--- config.mk ---
export PLATFORM = sky130hd
export DESIGN_NAME = dds_freq_calc_seq
export DESIGN_NICKNAME = d
export VERILOG_FILES = /design/src/rtl/dds_freq_calc_seq.sv
export SDC_FILE = /design/constraint.sdc
export NUM_CORES = 1
export LEC_CHECK = 0
export ABC_CLOCK_PERIOD_IN_PS = 3200
export CORE_MARGIN = 5
export CORE_UTILIZATION = 32
export CTS_BUF_LIST = sky130_fd_sc_hd__clkbuf_8
export CTS_CLUSTER_DIAMETER = 200
export DETAILED_ROUTE_END_ITERATION = 10
export GPL_TIMING_DRIVEN = 0
export PLACE_DENSITY = 0.57
export SYNTH_ARGS = -nofsm -noshare
export SYNTH_HDL_FRONTEND = slang
export SYNTH_SLANG_ARGS = --single-unit
--- constraint.sdc ---
create_clock -name clk -period 3.2 [get_ports clk]
set_input_delay 0.48 -clock clk [delete_from_list [all_inputs] [get_ports clk]]
set_output_delay 0.48 -clock clk [all_outputs]
set_load 0.02 [all_outputs]
--- src/rtl/dds_freq_calc_seq.sv ---
// Sequential DDS output-frequency calculator: f = FSW*F_CLK/2^ACC_W, optional rounding, clamped to OUT_W bits.
// Shift-add multiply over FSW_W cycles, then one normalise cycle; result and done appear FSW_W+2 cycles after start.
module dds_freq_calc_seq #(
  parameter int FSW_W = 8,
  parameter int ACC_W = 8,
  parameter int F_CLK = 10000,
  parameter int OUT_W = 13
) (
  input  logic             clk,
  input  logic             rst,
  input  logic             start,
  input  logic [FSW_W-1:0] FSW,
  input  logic             round_en,
  output logic             busy,
  output logic             done,
  output logic [OUT_W-1:0] frequency_calculated,
  output logic             sat
);

  // F_CLK < 2^clog2(F_CLK+1), so the full product always fits in PW bits.
  localparam int PW = FSW_W + $clog2(F_CLK + 1);
  localparam int QW = PW + 1;
  localparam int MW = (QW > OUT_W) ? QW : OUT_W;
  localparam int CW = $clog2(FSW_W + 1);

  typedef enum logic [1:0] {
    IDLE = 2'd0,
    MUL  = 2'd1,
    NORM = 2'd2
  } state_t;

  state_t state, state_nxt;

  logic [FSW_W-1:0] fsw_sh;
  logic             rnd;
  logic [PW-1:0]    product;
  logic [PW-1:0]    mcand;
  logic [CW-1:0]    step;
  logic             last_step;

  logic [QW-1:0]    half;
  logic [QW-1:0]    sum;
  logic [QW-1:0]    q;
  logic [MW-1:0]    q_ext;
  logic [MW-1:0]    q_lim;
  logic             q_over;

  assign last_step = (step == CW'(FSW_W - 1));

  always_ff @(posedge clk) begin
    if (rst) state <= IDLE;
    else     state <= state_nxt;
  end

  always_comb begin
    state_nxt = state;
    case (state)
      IDLE:    if (start) state_nxt = MUL;
      MUL:     if (last_step) state_nxt = NORM;
      NORM:    state_nxt = IDLE;
      default: state_nxt = IDLE;
    endcase
  end

  always_comb begin
    busy = (state != IDLE);
  end

  // Rounding adds half an LSB of the result before the shift; one spare bit absorbs the carry.
  always_comb begin
    half   = rnd ? (QW'(1) << (ACC_W - 1)) : '0;
    sum    = {1'b0, product} + half;
    q      = sum >> ACC_W;
    q_ext  = MW'(q);
    q_lim  = MW'({OUT_W{1'b1}});
    q_over = (q_ext > q_lim);
  end

  // The multiplicand register holds F_CLK << i, so each step only needs a one-bit shift.
  always_ff @(posedge clk) begin
    if (rst) begin
      fsw_sh               <= '0;
      rnd                  <= 1'b0;
      product              <= '0;
      mcand                <= '0;
      step                 <= '0;
      done                 <= 1'b0;
      frequency_calculated <= '0;
      sat                  <= 1'b0;
    end else begin
      done <= 1'b0;
      case (state)
        IDLE: begin
          if (start) begin
            fsw_sh  <= FSW;
            rnd     <= round_en;
            product <= '0;
            mcand   <= PW'(F_CLK);
            step    <= '0;
          end
        end
        MUL: begin
          if (fsw_sh[0]) product <= product + mcand;
          mcand  <= mcand << 1;
          fsw_sh <= fsw_sh >> 1;
          step   <= step + CW'(1);
        end
        NORM: begin
          frequency_calculated <= q_over ? {OUT_W{1'b1}} : q_ext[OUT_W-1:0];
          sat                  <= q_over;
          done                 <= 1'b1;
        end
        default: ;
      endcase
    end
  end

endmodule

==> flow_summary.yaml <==
outcome:
  status: "completed"
setup_path:
  cp_num_buf_inv: 1
  crit_cells: 9
  crit_required_ns: 3.43
  r2r-start: "mcand[4]$_SDFFE_PP0P_"
  path_cells: "ha_1, inv_1, fa_1, nand2b_1, a2111oi_4, nor2_2, a311oi_1, xor2_1, a22o_1"
  setup.worst_path.start: "mcand[4]$_SDFFE_PP0P_"
  arrival_ns: 2.78
  reg2reg_to: "product[20]$_SDFFE_PP0P_"
  max_stage_delay_ns: 0.38
  r2r_cells: 9
  worstSetupEndpointType: "flip-flop"
  cp_max_fo: 4
  startpoint_type: "flip-flop"
  worstSetupPathType: "flip-flop to flip-flop"
  slowest_stage: "fa_1"
  path_delay_family: "compound AO/OA/AOI/OAI gates"
  cp-endpoint: "product[20]$_SDFFE_PP0P_"
  r2r_slack_ns: 0.66
timing:
  slew_headroom: 0.5260
  tns_ns: 0
  fin_ws_ns: 0.6555
  worst_slew_pin_slew_ns: 0.7071
  max_clock_freq_mhz: 393.0
  rsz0062_at_grt: "no"
  slew_violations: 0
  period_share: 0.7952
  post-route-min-period_ns: 2.545
  skew_ns: 0.01456
  fin_hold_ws_ns: 0.4658
  setup_viol: 0
  hold_viol_final: 0
clock_network:
  h-tree-depth: 3
  cts_sinks: 66
  cts_buffers: 9
  path_clk_slew_ns: 0.09
  cts_tree: "yes"
  cts_setup_buffers: 0
  ctsResizeCount: 0
  cts_buffer_depth: 2
  cts-root-buf: "clkbuf_8"
  insertion_delay_ns: 0.35
  hold_buffers: 0
floorplan:
  io_pins: 28
  die_y_um: 115.6
  dieArea_um2: 13360
  die_w_um: 115.6
  initial_core_util: 0.3277
  fp-row-count: 38
  core_area_um2: 10890
power_and_ir_drop:
  clkPwrFrac: 0.423
  finalPower_mw: 1.774
  comb_power_share: 0.093
  power_frac_seq: 0.485
  p_leak_nw: 1.483
  peakVddDrop_uv: 195.7
  p_per_area_nw_per_um2: 419.8
  p_int_mw: 1.306
  swShare: 0.2641
  p_switching_mw: 0.4686
global_routing:
  grt_pass1_vias: 3115
  grt_pass1_wl_um: 15010
  grt_max_degree: 13
  antenna_found_initial: 0
  grtUsageTotal: 0.1418
  grt_overflow_total: 0
yosys:
  synthArstFlopShare: 0
  synth_edf_count: 0
  yosysWarnings: 0
  synth_top_area_share: 0.3703
  synth_compound_area_frac: 0.2321
  synth_xor_area_frac: 0.05645
  synth_top_family_by_area: "compound AO/OA/AOI/OAI gates"
  synthAdderAreaFrac: 0.07223
  ys_ff_latch: 66
  synth-main-ff-cell: "dfxtp_1"
  syn_area_um2: 3568
  syn_nets: 461
  synth_mux_area_frac: 0.01017
  synth_cells: 429
  post-synth-top-area-cell: "dfxtp_1"
  ys_seq_area_frac: 0.3703
  syn_avg_cell_area_um2: 8.318
  ys_top_cells_by_area: "dfxtp_1 37%, ha_1 6.7%, a21oi_1 5.8%, nor2_1 5.3%, nand2_1 4.6%"
  synthSimpleGateAreaFrac: 0.2153
  synth_cell_type_count: 54
routing:
  vias: 3198
  drt-total-wl_um: 9113
  ant_nets: 0
  drt_first_iter_violations: 255
  drt-pass1-iter-count: 4
  via_per_inst: 5.225
  route.detailed.drc: 0
  avgRoutedWirePerCell_um: 14.89
final_layout:
  drive_gt1_frac: 0.07627
  n_fill_cell: 1105
  final_area_um2: 4227
  area_delta_synth_final_pct: 18.44
  nets: 499
  n_antenna_cell: 0
place:
  dpl.hpwl_um: 6953
  pre_cts_slack_ns: 0.6609
  port_buffers: 27
  dpl-instance-area_um2: 4014
  gp_congestion: 0.8465
min_path:
  whs_path_depth: 2
  hold_class: "flip-flop to flip-flop"
run:
  max-cap-violations: 0
-- cell type report --
cell class                 count  area, µm²  area share
sequential                    66       1321      0.3126
multi-input combinational    326       2092      0.4950
timing repair buffer          27      270.3     0.06394
inverter                       8      30.03    0.007105
clock inverter                 5      61.31     0.01451
buffer                        29      125.1     0.02960
clock buffer                  11      151.4     0.03582
tap                          140      175.2     0.04144
-- worst min path at each step --
stage | slack, ns | start | to
6_report | 0.47 | fsw_sh[5]$_SDFFE_PP0P_ | fsw_sh[5]$_SDFFE_PP0P_
5_1_grt | 0.49 | fsw_sh[3]$_SDFFE_PP0P_ | fsw_sh[3]$_SDFFE_PP0P_
4_1_cts | 0.46 | fsw_sh[5]$_SDFFE_PP0P_ | fsw_sh[5]$_SDFFE_PP0P_
3_5_place_dp | 0.45 | fsw_sh[5]$_SDFFE_PP0P_ | fsw_sh[5]$_SDFFE_PP0P_
3_3_place_gp | 0.44 | fsw_sh[5]$_SDFFE_PP0P_ | fsw_sh[5]$_SDFFE_PP0P_
2_1_floorplan | 0.42 | step[3]$_SDFFE_PP0P_ | state[1]$_SDFFE_PP0P_
-- routing by layer --
metal,track usage,vias up,share of wire
met5,0,-,0
met4,0.06103,0,0.016
met3,0.02245,10,0.045
met2,0.2292,78,0.46
met1,0.1879,1481,0.48
li1,-,1629,-
-- cell families (layout without fill, tap and decap cells) --
logic type                 after synthesis  count (layout)
muxes                                    3               3
buffers and inverters                   37              80
and+or+nand+nor                        165             165
adders and majority gates               20              20
DFF                                     66              66
xor gates and xnor gates                23              23
AOI/OAI and AO/OA                      115             115
-- through the flow --
stage,cells,utilization
2_1_floorplan,429,-
3_3_place_gp,596,0.3687
3_5_place_dp,596,0.3687
4_1_cts,612,0.3882
5_1_grt,612,0.3882
6_report,612,0.3882
-- synthesized netlist by cell type, types with 3 or more instances --
master / n
dfxtp_1: 66
nor2_1: 50
nand2_1: 44
a21oi_1: 41
nand3_1: 24
ha_1: 19
clkbuf_1: 18
nor3_1: 13
a22oi_1: 12
a311oi_1: 12
xor2_1: 12
xnor2_1: 11
a22o_1: 9
inv_1: 8
buf_2: 7
nand4_1: 7
nand2b_1: 6
o21a_1: 6
o21ai_0: 6
a211oi_1: 4
and2_1: 4
a21o_1: 3
nand3b_1: 3
nor2b_1: 3
o211ai_1: 3
-- worst reg2reg max path, cell delays in order (launching register included) --
cell       delay, ns
dfxtp_1         0.37
ha_1            0.20
inv_1           0.07
fa_1            0.38
nand2b_1        0.25
a2111oi_4       0.38
nor2_2          0.14
a311oi_1        0.33
xor2_1          0.11
a22o_1          0.21
-- state kept, by name, summed over array words and instances, names as in the netlist --
register              cells
sat                       1
fsw_sh                    8
state                     2
rnd                       1
done                      1
product                  18
mcand                    18
step                      4
frequency_calculated     13
-- power by group through the flow --
stage / combinational, mW / clock [mW] / sequential [mW]
global placement: 0.160 / 0 / 0.878
CTS: 0.164 / 0.766 / 0.860
global route: 0.182 / 0.801 / 0.863
finish: 0.164 / 0.750 / 0.860
detailed placement: 0.164 / 0 / 0.879
floorplan: 0.110 / 0 / 0.873
-- cells in the final DEF, fill, tap and decap left out, types with 12 or more instances in the layout --
cell type	instances
clkbuf_1	18
nand2_1	44
dfxtp_1	66
ha_1	19
a22oi_1	12
nor2_1	50
a311oi_1	12
nand3_1	24
a21oi_1	41
clkdlybuf4s50_1	27
nor3_1	13
xor2_1	12
Note: power is estimated with default switching activity, not from simulation.
